File: src/rtl/norm_arbiter.sv
`default_nettype none
// ============================================================================
// Module      : norm_arbiter
// Description : Round-robin arbiter sharing one pipelined normalizer between
//               two requesters, with tag tracking, flush/drain and idle status.
// Revision    : 1.0 - initial release
// ============================================================================
module norm_arbiter #(
    parameter int SIZE_MANTISSA = 24,
    parameter int SIZE_EXPONENT = 8,
    parameter int LATENCY       = 2
) (
    input  logic                       clk,
    input  logic                       rst,
    input  logic                       req0_valid,
    output logic                       req0_ready,
    input  logic [SIZE_MANTISSA:0]     req0_m,
    input  logic [SIZE_MANTISSA-1:0]   req0_rb,
    input  logic [SIZE_EXPONENT:0]     req0_e,
    input  logic                       req1_valid,
    output logic                       req1_ready,
    input  logic [SIZE_MANTISSA:0]     req1_m,
    input  logic [SIZE_MANTISSA-1:0]   req1_rb,
    input  logic [SIZE_EXPONENT:0]     req1_e,
    output logic                       unit_issue,
    output logic [SIZE_MANTISSA:0]     unit_m,
    output logic [SIZE_MANTISSA-1:0]   unit_rb,
    output logic [SIZE_EXPONENT:0]     unit_e,
    input  logic [SIZE_MANTISSA-1:0]   unit_res_m,
    input  logic [SIZE_EXPONENT-1:0]   unit_res_e,
    output logic                       resp0_valid,
    output logic                       resp1_valid,
    output logic [SIZE_MANTISSA-1:0]   resp_m,
    output logic [SIZE_EXPONENT-1:0]   resp_e,
    input  logic                       flush,
    output logic                       idle
);

    localparam int               c_CNT_W    = $clog2(LATENCY + 1) + 1;
    localparam logic [c_CNT_W-1:0] c_CNT_ONE = c_CNT_W'(1);

    localparam logic [1:0] c_ST_IDLE  = 2'd0;
    localparam logic [1:0] c_ST_RUN   = 2'd1;
    localparam logic [1:0] c_ST_DRAIN = 2'd2;

    logic [1:0]         r_state;
    logic [1:0]         w_state_next;
    logic               r_last_grant;
    logic [LATENCY-1:0] r_sr_valid;
    logic [LATENCY-1:0] r_sr_tag;
    logic [c_CNT_W-1:0] r_count;
    logic [c_CNT_W-1:0] w_count_next;
    logic               w_allow;
    logic               w_gnt0;
    logic               w_gnt1;
    logic               w_issue;
    logic               w_resp;
    logic               w_resp_tag;

    // On a tie the requester not granted most recently wins.
    assign w_allow    = !flush && (r_state != c_ST_DRAIN);
    assign w_gnt0     = w_allow && req0_valid && (!req1_valid || r_last_grant);
    assign w_gnt1     = w_allow && req1_valid && (!req0_valid || !r_last_grant);
    assign w_issue    = w_gnt0 || w_gnt1;
    assign req0_ready = w_gnt0;
    assign req1_ready = w_gnt1;
    assign unit_issue = w_issue;

    assign w_resp     = r_sr_valid[LATENCY-1];
    assign w_resp_tag = r_sr_tag[LATENCY-1];
    assign idle       = (r_state == c_ST_IDLE) && (r_count == '0);

    always_comb begin
        unit_m  = '0;
        unit_rb = '0;
        unit_e  = '0;
        if (w_gnt0) begin
            unit_m  = req0_m;
            unit_rb = req0_rb;
            unit_e  = req0_e;
        end else if (w_gnt1) begin
            unit_m  = req1_m;
            unit_rb = req1_rb;
            unit_e  = req1_e;
        end
    end

    always_comb begin
        w_count_next = r_count;
        case ({w_issue, w_resp})
            2'b10:   w_count_next = r_count + c_CNT_ONE;
            2'b01:   w_count_next = r_count - c_CNT_ONE;
            default: w_count_next = r_count;
        endcase
    end

    always_comb begin
        w_state_next = r_state;
        case (r_state)
            c_ST_IDLE, c_ST_RUN: begin
                if (flush) begin
                    w_state_next = (w_count_next != '0) ? c_ST_DRAIN : c_ST_IDLE;
                end else if (w_issue) begin
                    w_state_next = c_ST_RUN;
                end else if (w_count_next == '0) begin
                    w_state_next = c_ST_IDLE;
                end
            end
            c_ST_DRAIN: begin
                // Stay draining while flush is held, even once empty.
                if (!flush && (w_count_next == '0)) begin
                    w_state_next = c_ST_IDLE;
                end
            end
            default: w_state_next = c_ST_IDLE;
        endcase
    end

    always_ff @(posedge clk or posedge rst) begin
        if (rst) begin
            r_state      <= c_ST_IDLE;
            r_count      <= '0;
            r_last_grant <= 1'b1;
            r_sr_valid   <= '0;
            r_sr_tag     <= '0;
        end else begin
            r_state    <= w_state_next;
            r_count    <= w_count_next;
            if (w_issue) begin
                r_last_grant <= w_gnt1;
            end
            r_sr_valid[0] <= w_issue;
            r_sr_tag[0]   <= w_gnt1;
            for (int i = 1; i < LATENCY; i++) begin
                r_sr_valid[i] <= r_sr_valid[i-1];
                r_sr_tag[i]   <= r_sr_tag[i-1];
            end
        end
    end

    // Result fields hold their last value between responses.
    always_ff @(posedge clk or posedge rst) begin
        if (rst) begin
            resp0_valid <= 1'b0;
            resp1_valid <= 1'b0;
            resp_m      <= '0;
            resp_e      <= '0;
        end else begin
            resp0_valid <= w_resp && !w_resp_tag;
            resp1_valid <= w_resp && w_resp_tag;
            if (w_resp) begin
                resp_m <= unit_res_m;
                resp_e <= unit_res_e;
            end
        end
    end

endmodule
`default_nettype wire

File: config.mk
export PLATFORM = sky130hd
export DESIGN_NAME = norm_arbiter
export DESIGN_NICKNAME = d
export VERILOG_FILES = /design/src/rtl/norm_arbiter.sv
export SDC_FILE = /design/constraint.sdc
export NUM_CORES = 1
export LEC_CHECK = 0
export ABC_CLOCK_PERIOD_IN_PS = 2900
export BUFFER_PORTS_ARGS = -buffer_cell sky130_fd_sc_hd__buf_2
export CORE_AREA = 2 2 96 98
export CTS_BUF_LIST = sky130_fd_sc_hd__clkbuf_4 sky130_fd_sc_hd__clkbuf_8
export CTS_CLUSTER_SIZE = 40
export DETAILED_ROUTE_END_ITERATION = 12
export DIE_AREA = 0 0 98 100
export PLACE_DENSITY_LB_ADDON = 0.2
export SETUP_SLACK_MARGIN = 0.3
export SLEW_MARGIN = 20
export SYNTH_ARGS = -nofsm -noshare
export SYNTH_HDL_FRONTEND = slang
export SYNTH_SLANG_ARGS = --single-unit
File: constraint.sdc
create_clock -name clk -period 2.9 [get_ports clk]
set_input_delay 0 -clock clk [delete_from_list [all_inputs] [get_ports clk]]
set_output_delay 0 -clock clk [all_outputs]
set_load 0.005 [all_outputs]
==> results of run 1 <==
worst min-delay path, stage by stage:
cell and delay (ps):
buf_2 70, a22o_1 110, buf_2 100
registers in the layout, indices dropped and copies added (netlist names):
name,count
resp_m,24
resp_e,8
r_count,3
r_sr_tag,2
r_sr_valid,2
r_state,2
r_last_grant,1
resp0_valid,1
resp1_valid,1
per-stage QoR:
stage	power, mW	area [um2]	util, %	hold slack (ps)
global placement	2.303	3615	40.66	165.9
detailed placement	2.342	3615	40.66	169.1
finish	2.731	4075	45.84	280.0
CTS	2.778	4068	45.76	280.0
floorplan	1.768	2291	-	64.28
global route	2.958	4073	45.81	289.2
logic make-up (layout without fill, tap and decap cells):
group	Yosys count	in the layout	share of synthesized area, %
adders and majority gates	2	2	1.420
DFF	44	44	48.12
muxes	34	34	16.66
and+or+nand+nor	14	14	3.332
other	0	1	0
xor gates and xnor gates	4	4	2.130
buffers and inverters	21	299	4.369
AOI/OAI and AO/OA	63	63	23.98
power by group through the flow:
stage	sequential, mW	combinational, mW	clock, mW
after floorplan	1.08	0.689	0
after global placement	1.05	1.25	0
after detailed placement	1.06	1.28	0
after CTS	1.05	1.32	0.408
after global routing	1.09	1.43	0.434
final	1.05	1.30	0.382
Yosys cell counts (2+ instances only):
master   instances
mux2_2          33
buf_2           17
and3_1           2
nor2_1           3
inv_1            3
dfrtp_1         43
nand2_1          3
xnor2_1          2
a22o_1          58
layer usage:
layer | vias to the layer above | wire length [um] | GRT usage (%)
met5 | - | 0 | 0
met4 | 0 | 64 | 3.526
met3 | 6 | 818 | 5.432
met2 | 145 | 4118 | 27.24
met1 | 1193 | 3565 | 22.15
li1 | 1254 | - | -
path summary, 6_finish.rpt:
kind	start	endpoint	slack (ps)	cells past startpoint
worst max-delay path	r_state[0]$_DFFE_PP0P_	r_state[0]$_DFFE_PP0P_	490	10
worst min-delay path	req0_rb[2]	unit_rb[2]	280	3
worst max register to register	r_state[0]$_DFFE_PP0P_	r_state[0]$_DFFE_PP0P_	490	10
worst min register to register	r_sr_tag[0]$_DFF_PP0_	r_sr_tag[1]$_DFF_PP0_	350	0
max in group asynchronous	rst	r_last_grant$_DFFE_PP1P_	2140	4
min in group asynchronous	rst	r_sr_tag[1]$_DFF_PP0_	390	4
layout by cell type, fill, tap and decap left out:
| master | count |
|---|---|
| nor3_2 | 1 |
| clkbuf_8 | 6 |
| a22o_1 | 58 |
| nor3b_1 | 1 |
| mux2i_1 | 1 |
| diode_2 | 1 |
| nand2_1 | 3 |
| and3_2 | 2 |
| nor2b_1 | 1 |
| buf_2 | 248 |
| dfrtp_1 | 43 |
| fa_1 | 1 |
| dlygate4sd3_1 | 36 |
| a211oi_2 | 1 |
| inv_1 | 2 |
| o21ai_1 | 1 |
| a21oi_1 | 1 |
| dfstp_2 | 1 |
| clkinv_1 | 1 |
| nor3_1 | 1 |
| and2_1 | 1 |
| xnor2_1 | 2 |
| a32oi_2 | 1 |
| o21bai_1 | 1 |
| xnor3_1 | 1 |
| buf_4 | 4 |
| mux2_2 | 33 |
| ha_1 | 1 |
| clkinv_2 | 2 |
| xor2_1 | 1 |
| or2_2 | 1 |
| nor2_1 | 3 |
repair_timing:
action                                 CTS  global route
resized for setup                        0             1
setup endpoints to repair                0             1
hold buffers                            36             0
endpoints found under the hold margin   77             0
layout make-up:
class,count,area [um2],area share [%]
antenna,1,2.502,0.06141
clock buffer,6,82.58,2.026
inverter,3,11.26,0.2763
timing repair buffer,288,1632,40.04
clock inverter,2,10.01,0.2456
tap,111,138.9,3.408
sequential,44,1102,27.05
multi-input combinational,117,1096,26.90
==> reports/summary.txt, run 1 <==
Netlist cell types = 27
Worst Path Required = 3080 ps
Fin crit period = 2411 ps
Detail Route Antenna Nets = 0
IO Pins = 249
Switching power of the nets = 877.7 uW
# DRC = 0
Number of buffers created by CTS = 5
Vias/cell = 4.542
#FFs+latches synth = 44
Critical Path AT = 2590 ps
Area share of the largest cell type after synthesis = 46.97%
Setup tns final = 0 ps
Drt total wl = 8.566 mm
Crit path largest cell delay = 430 ps
Final #Nets = 614
Power Density = 670.2 mW/mm2
Chip height = 100 um
Clk sinks = 44
Synth Warn # = 0
Synthesized area per cell = 12.59 um2
Int Power = 1.853 mW
First-pass DRT Iterations = 5
Pre-CTS WS = 455.7 ps
Part of the power in registers = 38.4%
Die Footprint = 0.009800 mm2
Drt initial violations = 53
Layout filler cell count = 863
Largest net degree at the start of global routing = 63
CTS tree = done
Slew HR = 60.09%
Post-layout worst setup margin = 489.3 ps
Yosys top cell by area = dfrtp_1
Gpl congestion = 0.7425
WL/cell = 14.98 um
Core Area = 0.008890 mm2
Cells after Synth = 182
RSZ-0062 raised after global routing = no
Placed cell count = 527
Critical Path Source Type = flop
Final Cycle Share = 83.13%
Number of max-cap violations = 0
Clk_lat worst skew = 290 ps
Largest delay share family, worst path = adder cells
Post-CTS Setup Repair Bufs = 0
Fmax = 414.8 MHz
Die W = 98 um
Fin cells = 572
Hpwl dp = 6.804 mm
Total global routing track utilization = 16.80%
Sequential element share of the synthesized area = 48.12%
Area added between synthesis and finish = 77.88%
Max H-tree Level = 2
Slew Limit Fails = 0
Finish-stage setup viols = 0
Worst-path clk slew = 70 ps
Share of power burned in the clock network = 14.0%
Fin. Hold Viols = 0
Slowest-stage cell, CP = fa_1
Buffers on Ports = 248
Root buf cell = clkbuf_8
Post-synth top flop = dfrtp_1
Status = finished clean
EDFF count, synth = 0
Longest Clk Path Bufs = 2
Post-synthesis cell area = 0.002291 mm2
Crit end category = flop
Buf/Inv on CP = 1
Via count = 2598
Area contributors post-synth = dfrtp_1, a22o_1, mux2_2
Crit Path Max Fanout = 3
Row Count = 35
GRT Residual Overflow = 0
Worst slew pin tran = 598.7 ps
First-pass GRT wire length = 13.03 mm
Syn_nets = 337
Pleak = 2.244 nW
Initial Util = 25.77%
Maximum VDD drop = 0.2213 mV
Final Skew = 2.502 ps
Worst min path class = in2out
Fraction of registers with async set/reset = 100.0%
Switch share = 32.14%
Antenna violations before repair = 1
Logic pwr share = 47.6%
Vias in the first global route = 2447
CP Cell Sequence = inv_1 -> a21oi_1 -> and3_2 -> nor2_1 -> ha_1 -> fa_1 -> xnor3_1 -> a32oi_2 -> a211oi_2 -> nor3_2
CP Class = reg2reg
Fraction of layout cells with a size suffix above 1 = 65.22%
Power figures use the tool's default switching activity.
==> inputs of run 2 (changes only) <==
--- a/config.mk
+++ b/config.mk
@@ -5,7 +5,7 @@
 export SDC_FILE = /design/constraint.sdc
 export NUM_CORES = 1
 export LEC_CHECK = 0
-export ABC_CLOCK_PERIOD_IN_PS = 2900
+export ABC_CLOCK_PERIOD_IN_PS = 2000
 export BUFFER_PORTS_ARGS = -buffer_cell sky130_fd_sc_hd__buf_2
 export CORE_AREA = 2 2 96 98
 export CTS_BUF_LIST = sky130_fd_sc_hd__clkbuf_4 sky130_fd_sc_hd__clkbuf_8
==> constraint.sdc (replaced) <==
create_clock -name clk -period 2 [get_ports clk]
set_input_delay 0 -clock clk [delete_from_list [all_inputs] [get_ports clk]]
set_output_delay 0 -clock clk [all_outputs]
set_load 0.005 [all_outputs]
==> reports/summary.txt, run 2 (same netlist as run 1, synthesis figures left out) <==
Chip height = 100 um (unchanged)
WL/cell = 16.85 um (+13%)
Initial Util = 25.77% (unchanged)
Drt total wl = 9.890 mm (+15%)
Largest delay share family, worst path = adder cells
IO Pins = 249 (unchanged)
Fmax = 462.8 MHz (+12%)
Row Count = 35 (unchanged)
Maximum VDD drop = 0.4153 mV (+88%)
Power Density = 1018 mW/mm2 (+52%)
Pleak = 2.406 nW (+7.2%)
Cell Area, Placed = 0.003679 mm2 (+1.8%)
Critical Path AT = 2370 ps (-220 ps)
Worst slew pin tran = 894.9 ps (+296.2 ps)
Drt initial violations = 63 (+19%)
Longest Clk Path Bufs = 2 (unchanged)
Most common cell after layout, fill and taps aside = buf_2
Hold Startpoint = req1_valid
First-pass GRT wire length = 13.10 mm (+0.48%)
Buf/Inv on CP = 1 (unchanged)
Die Footprint = 0.009800 mm2 (unchanged)
Core Area = 0.008890 mm2 (unchanged)
Fin crit period = 2161 ps (-249.8 ps)
Worst-path clk slew = 80 ps (about the same)
Vias/cell = 4.654 (+2.5%)
Largest net degree at the start of global routing = 63 (unchanged)
Final Skew = 3.003 ps (+0.5012 ps)
Root buf cell = clkbuf_8
R2R Path Start = r_last_grant$_DFFE_PP1P_
Number of max-cap violations = 0 (unchanged)
Detail Route Antenna Nets = 0 (unchanged)
Antenna violations before repair = 1 (unchanged)
Layout Cell Area excl Fill = 0.004447 mm2 (+9.1%)
Final Cycle Share = 108.0% (+25 points)
Crit Path Max Fanout = 3 (unchanged)
Commonest non-fill, non-tap cells in the layout = buf_2, a22o_1, dfrtp_1, dlygate4sd3_1, mux2_2
Max reg flops = 24 (unchanged)
Max H-tree Level = 2 (unchanged)
Number of buffers created by CTS = 5 (unchanged)
Buffers on Ports = 248 (unchanged)
Gpl congestion = 0.7775 (+4.7%)
Via count = 2732 (+5.2%)
Failing checks = setup timing
Final #Nets = 629 (+2.4%)
Critical Path Source Type = flop
Status = complete, but fails checks
CP Cell Sequence = inv_2 -> nand2_2 -> and3_4 -> nor2_4 -> ha_4 -> fa_2 -> nor2_2 -> a32oi_2 -> a211oi_2 -> nor3_2
Fin. Hold Viols = 0 (unchanged)
Final Util = 50.02% (+4.2 points)
Crit end category = flop
Worst Path Required = 2210 ps (-870 ps)
Largest Register = resp_m
Register Area = 0.001102 mm2 (unchanged)
RSZ-0062 raised after global routing = yes
Vias in the first global route = 2631 (+7.5%)
Finish-stage setup viols = 3 (+3)
CP Launch Point = r_last_grant$_DFFE_PP1P_
Clk_lat worst skew = 280 ps (about the same)
CP Class = reg2reg
Total global routing track utilization = 16.61% (-0.19 points)
Slowest-stage cell, CP = dfstp_2
# DRC = 0 (unchanged)
GRT Residual Overflow = 0 (unchanged)
Worst min path class = in2reg
Area added between synthesis and finish = 94.10%
Post-layout worst setup margin = -160.9 ps (-650.2 ps)
Layout filler cell count = 837 (-3.0%)
Clk sinks = 44 (unchanged)
Pwr Total = 4.525 mW (+66%)
Crit path largest cell delay = 550 ps (+120 ps)
First-pass DRT Iterations = 4 (-1)
Die W = 98 um (unchanged)
Slew Limit Fails = 0 (unchanged)
Slew HR = 40.25% (-20 points)
Fraction of layout cells with a size suffix above 1 = 69.05% (+3.8 points)
Top Registers = resp_m (24), resp_e (8), r_count (3)
CTS tree = done
Hold_ws = 24.27 ps (-255.7 ps)
Hpwl dp = 6.717 mm (-1.3%)
Multi-input logic area = 0.001164 mm2 (+6.2%)
[run 2: cell types whose count changed in the layout (fill, tap and decap cells not counted), sizes merged]
| cell | before | now |
|---|---|---|
| buf | 252 | 264 |
| dlygate4sd3 | 36 | 34 |
| inv | 2 | 3 |
| clkinv | 3 | 1 |
| bufinv | 0 | 1 |
| clkbuf | 6 | 11 |
[run 2: timing repair]
| action | in CTS | in global routing |
|---|---|---|
| hold buffers | 34 | 0 |
| hold endpoints to repair | 77 | 0 |
| resized for setup | 7 | 18 |
| cloned | 0 | 8 |
| pin swaps | 7 | 3 |
| setup endpoints to repair | 65 | 66 |
| setup buffers | 1 | 4 |
[run 2: layout make-up]
cell class | instances | share of cell area [%]
Antenna cell | 1 | 0.05627
Sequential cell | 44 | 24.79
Inverter | 3 | 0.2532
Clock buffer | 6 | 1.857
Multi-Input combinational cell | 117 | 26.17
Timing Repair Buffer | 303 | 42.88
Clock inverter | 2 | 0.8723
Tap cell | 111 | 3.123
[run 2: metal layers]
metal / wire length, um / up-vias / GRT usage, % / share of wire, %
met5: 0 / - / 0 / 0
met4: 94 / 0 / 2.564 / 0.95
met3: 711 / 4 / 4.596 / 7.2
met2: 5176 / 141 / 30.82 / 52
met1: 3908 / 1303 / 19.54 / 40
li1: - / 1284 / - / -
[run 2: where the power goes]
part	internal (mW)	switching, mW	leakage [nW]
Clock	0.408	0.291	0.0614
Sequential	1.31	0.209	0.529
Combinational	1.39	0.919	1.82
Total	3.11	1.42	2.41
[run 2: tightest hold or removal path, stage by stage]
cell      delay [ps]
buf_2            120
a211oi_2          40
nor3_2           100
[run 2: final timing paths]
check | endpoint | slack, ps | cells past startpoint
setup reg to reg | r_state[0]$_DFFE_PP0P_ | -160 | 10
max in group asynchronous | r_sr_tag[0]$_DFF_PP0_ | 980 | 3
hold / removal | r_state[0]$_DFFE_PP0P_ | 20 | 3
hold reg to reg | r_sr_tag[1]$_DFF_PP0_ | 360 | 0
min in group asynchronous | resp_m[15]$_DFFE_PP0P_ | 470 | 3
setup / recovery | r_state[0]$_DFFE_PP0P_ | -160 | 10
[run 2: per-stage QoR]
step	cells	worst slack, ps	setup TNS, ps
floorplan	182	-265.0	-545.0
global placement	531	-102.5	-197.9
CTS	574	-170.1	-446.7
global route	586	-286.2	-705.2
finish	587	-160.9	-358.2
detailed placement	531	-164.0	-314.3
==> inputs of run 3 (changes only) <==
--- a/config.mk
+++ b/config.mk
@@ -5,13 +5,14 @@
 export SDC_FILE = /design/constraint.sdc
 export NUM_CORES = 1
 export LEC_CHECK = 0
+export ABC_AREA = 1
 export ABC_CLOCK_PERIOD_IN_PS = 2000
 export BUFFER_PORTS_ARGS = -buffer_cell sky130_fd_sc_hd__buf_2
-export CORE_AREA = 2 2 96 98
+export CORE_AREA = 2 2 95 97
 export CTS_BUF_LIST = sky130_fd_sc_hd__clkbuf_4 sky130_fd_sc_hd__clkbuf_8
 export CTS_CLUSTER_SIZE = 40
 export DETAILED_ROUTE_END_ITERATION = 12
-export DIE_AREA = 0 0 98 100
+export DIE_AREA = 0 0 97 99
 export PLACE_DENSITY_LB_ADDON = 0.2
 export SETUP_SLACK_MARGIN = 0.3
 export SLEW_MARGIN = 20
==> reports/summary.txt, run 3 <==
Status = complete, but fails checks
Failing checks = setup timing
Netlist cell types = 19 (-30%)
First-pass GRT wire length = 16.71 mm (+28%)
Max H-tree Level = 2 (unchanged)
Hold_ws = 14.25 ps (-10.02 ps)
Core Area = 0.008551 mm2 (-3.8%)
Sequential element share of the synthesized area = 44.52% (-3.6 points)
Largest Register = resp_m
Detail Route Antenna Nets = 0 (unchanged)
Layout Cell Area excl Fill = 0.005338 mm2 (+20%)
Logic pwr share = 57.7% (+6.7 points)
Top-count cell post-synth = nand2_1
Die Footprint = 0.009603 mm2 (-2.0%)
Antenna violations before repair = 0 (-1)
Metal-1 WL = 4.097 mm (+4.8%)
Finish-stage setup viols = 18 (+15)
Initial Util = 28.96% (+3.2 points)
Switch share = 38.24% (+6.9 points)
Final Skew = 7.420 ps (+4.417 ps)
Clk sinks = 44 (unchanged)
Yosys top cell by area = nand2_1
Fin cells = 804 (+37%)
Syn_nets = 543 (+61%)
Via count = 3566 (+31%)
Adder-cell area share of the yosys netlist = 1.314% (-0.11 points)
Most common cell after layout, fill and taps aside = buf_2
Area contributors post-synth = nand2_1, dfrtp_1, buf_2
Number of max-cap violations = 0 (unchanged)
Area share of the largest cell type after synthesis = 43.81% (-3.2 points)
Main combinational cell family by area after synthesis = simple AND/OR/NAND/NOR gates
Drt initial violations = 105 (+67%)
Fraction of registers with async set/reset = 100.0% (unchanged)
# DRC = 0 (unchanged)
Simple-gate share of the synthesized area = 46.44% (+43 points)
Final #Nets = 850 (+35%)
RSZ-0062 raised after global routing = yes
Max reg flops = 24 (unchanged)
Worst-path clk slew = 80 ps (about the same)
Most frequent cells after synthesis = nand2_1, dfrtp_1, inv_1
CTS tree = done
Critical Path Source Type = flop
Met3 wire len = 760 um (+6.9%)
#FFs+latches synth = 44 (unchanged)
Worst min path class = in2reg
Commonest non-fill, non-tap cells in the layout = buf_2, nand2_1, nand2_2, dfrtp_1, dlygate4sd3_1
Crit end category = flop
Synthesized area per cell = 6.382 um2 (-49%)
Top Registers = resp_m (24), resp_e (8), r_count (3)
Area added between synthesis and finish = 115.6%
Fraction of layout cells with a size suffix above 1 = 56.32% (-13 points)
Setup tns final = -511.4 ps (-153.2 ps)
Compound-gate portion of the synthesized area = 1.263% (-23 points)
Largest net degree at the start of global routing = 35 (-44%)
Routed wl met2 = 5.590 mm (+8.0%)
Root buf cell = clkbuf_8
Crit Path Max Fanout = 2 (-1)
Gpl congestion = 0.8233 (+5.9%)
Row Count = 34 (-2.9%)
Final Util = 62.42% (+12 points)
Drt total wl = 10.83 mm (+9.5%)
Part of the power in registers = 29.3% (-4.2 points)
Slew Limit Fails = 0 (unchanged)
Power Density = 968.6 mW/mm2 (-4.8%)
N_diodes = 0 (-1)
Worst slew pin tran = 550.6 ps (-344.3 ps)
Top layer in use = met4
IO Pins = 249 (unchanged)
Critical Path AT = 2280 ps (-90 ps)
Post-synthesis cell area = 0.002476 mm2 (+8.1%)
Vias/cell = 4.435 (-4.7%)
Fin. Hold Viols = 0 (unchanged)
Buffers on Ports = 248 (unchanged)
Fin crit period = 2089 ps (-71.50 ps)
Post-synth top flop = dfrtp_1
GRT Residual Overflow = 0 (unchanged)
Layout filler cell count = 767 (-8.4%)
Vias in the first global route = 3466 (+32%)
Placed cell count = 736 (+39%)
Slew HR = 63.07% (+23 points)
Cells after Synth = 388 (+110%)
Maximum VDD drop = 0.3829 mV (-7.8%)
EDFF count, synth = 0 (unchanged)
Cell Area, Placed = 0.003890 mm2 (+5.7%)
First-pass DRT Iterations = 4 (unchanged)
Int Power = 3.193 mW (+2.8%)
Longest Clk Path Bufs = 2 (unchanged)
Chip height = 99 um (-1.0%)
Pleak = 3.324 nW (+38%)
Total global routing track utilization = 21.28% (+4.7 points)
Clk_lat worst skew = 290 ps (about the same)
Multiplexer area fraction after synthesis = 0% (-17 points)
Post-Synth XOR/XNOR Area = 0% (-2.1 points)
Worst Path Required = 2190 ps (-20 ps)
Hpwl dp = 7.307 mm (+8.8%)
Synth Warn # = 0 (unchanged)
Die W = 97 um (-1.0%)
CP Class = reg2reg
Fmax = 478.6 MHz (+3.4%)
Number of buffers created by CTS = 5 (unchanged)
Final Cycle Share = 104.5% (-3.6 points)
WL/cell = 13.47 um (-20%)
Switching power of the nets = 1.977 mW (+39%)
Post-layout worst setup margin = -89.44 ps (+71.50 ps)
Share of power burned in the clock network = 13.0% (-2.5 points)
run 3: cell types whose count changed after synthesis, sizes merged, moves of 4 or more:
| cell | delta |
|---|---|
| mux2 | -33 |
| buf | -4 |
| a22o | -58 |
| nand2 | +287 |
| clkbuf | +5 |
| nand3 | +5 |
| inv | +13 |
run 3: timing repair:
action,4_1_cts,5_1_grt
pin swaps,20,26
setup buffers,12,4
hold endpoints to repair,47,0
gates resized for setup,92,76
setup endpoints to repair,63,63
gates cloned,9,1
hold buffers,34,0
run 3: worst max-delay path, cell delays in order, from the launching register on:
cell and delay (ps):
dfstp_2 540, inv_2 40, a21boi_2 100, nand2_1 90, nand2_2 90, inv_2 40
ha_4 150, fa_2 410, nand2_2 70, nand2_2 60, nor2_4 100, nand3_2 90
o21ai_2 130, nand2_1 60
run 3: cell type report:
class	count	area, um2	area share [%]
clock buffer	6	76.32	1.430
inverter	16	75.07	1.406
sequential	44	1102	20.65
tap	108	135.1	2.532
multi-input combinational	309	1619	30.33
clock inverter	2	35.03	0.6564
timing repair buffer	319	2295	42.99
run 3: power by group through the flow:
| stage | Clock [mW] | Sequential (mW) | Combinational [mW] |
|---|---|---|---|
| 5_1_grt | 0.743 | 1.56 | 3.28 |
| 3_3_place_gp | 0 | 1.52 | 2.01 |
| 4_1_cts | 0.703 | 1.51 | 2.68 |
| 6_report | 0.670 | 1.52 | 2.98 |
| 2_1_floorplan | 0 | 1.55 | 1.02 |
| 3_5_place_dp | 0 | 1.53 | 2.06 |
run 3: layer usage:
layer / vias up / track usage [%]
li1: 1768 / -
met5: - / 0
met3: 26 / 5.461
met1: 1623 / 24.53
met4: 0 / 5.959
met2: 149 / 39.05
run 3: through the flow:
stage               total power, mW  worst slack, ps
finish                        5.170           -89.44
global route                  5.585           -195.0
CTS                           4.894           -113.5
detailed placement            3.585           -145.1
global placement              3.528           -80.14
floorplan                     2.574           -62.37
run 3: worst paths after layout:
check	startpoint	to	cells after the start	slack [ps]
max	r_last_grant$_DFFE_PP1P_	r_state[1]$_DFFE_PP0P_	13	-90
min in group asynchronous	rst	resp_e[4]$_DFFE_PP0P_	3	250
min	flush	r_state[1]$_DFFE_PP0P_	3	10
max reg2reg	r_last_grant$_DFFE_PP1P_	r_state[1]$_DFFE_PP0P_	13	-90
min reg2reg	r_sr_tag[0]$_DFF_PP0_	r_sr_tag[1]$_DFF_PP0_	0	350
max in group asynchronous	rst	resp_m[23]$_DFFE_PP0P_	4	1030
run 3: cell families (layout without fill, tap and decap cells):
family / count (synthesis) / count (layout)
compound gates: 5 / 5
flops: 44 / 44
fa+ha+maj: 2 / 2
buf+inv: 35 / 343
simple gates: 302 / 302
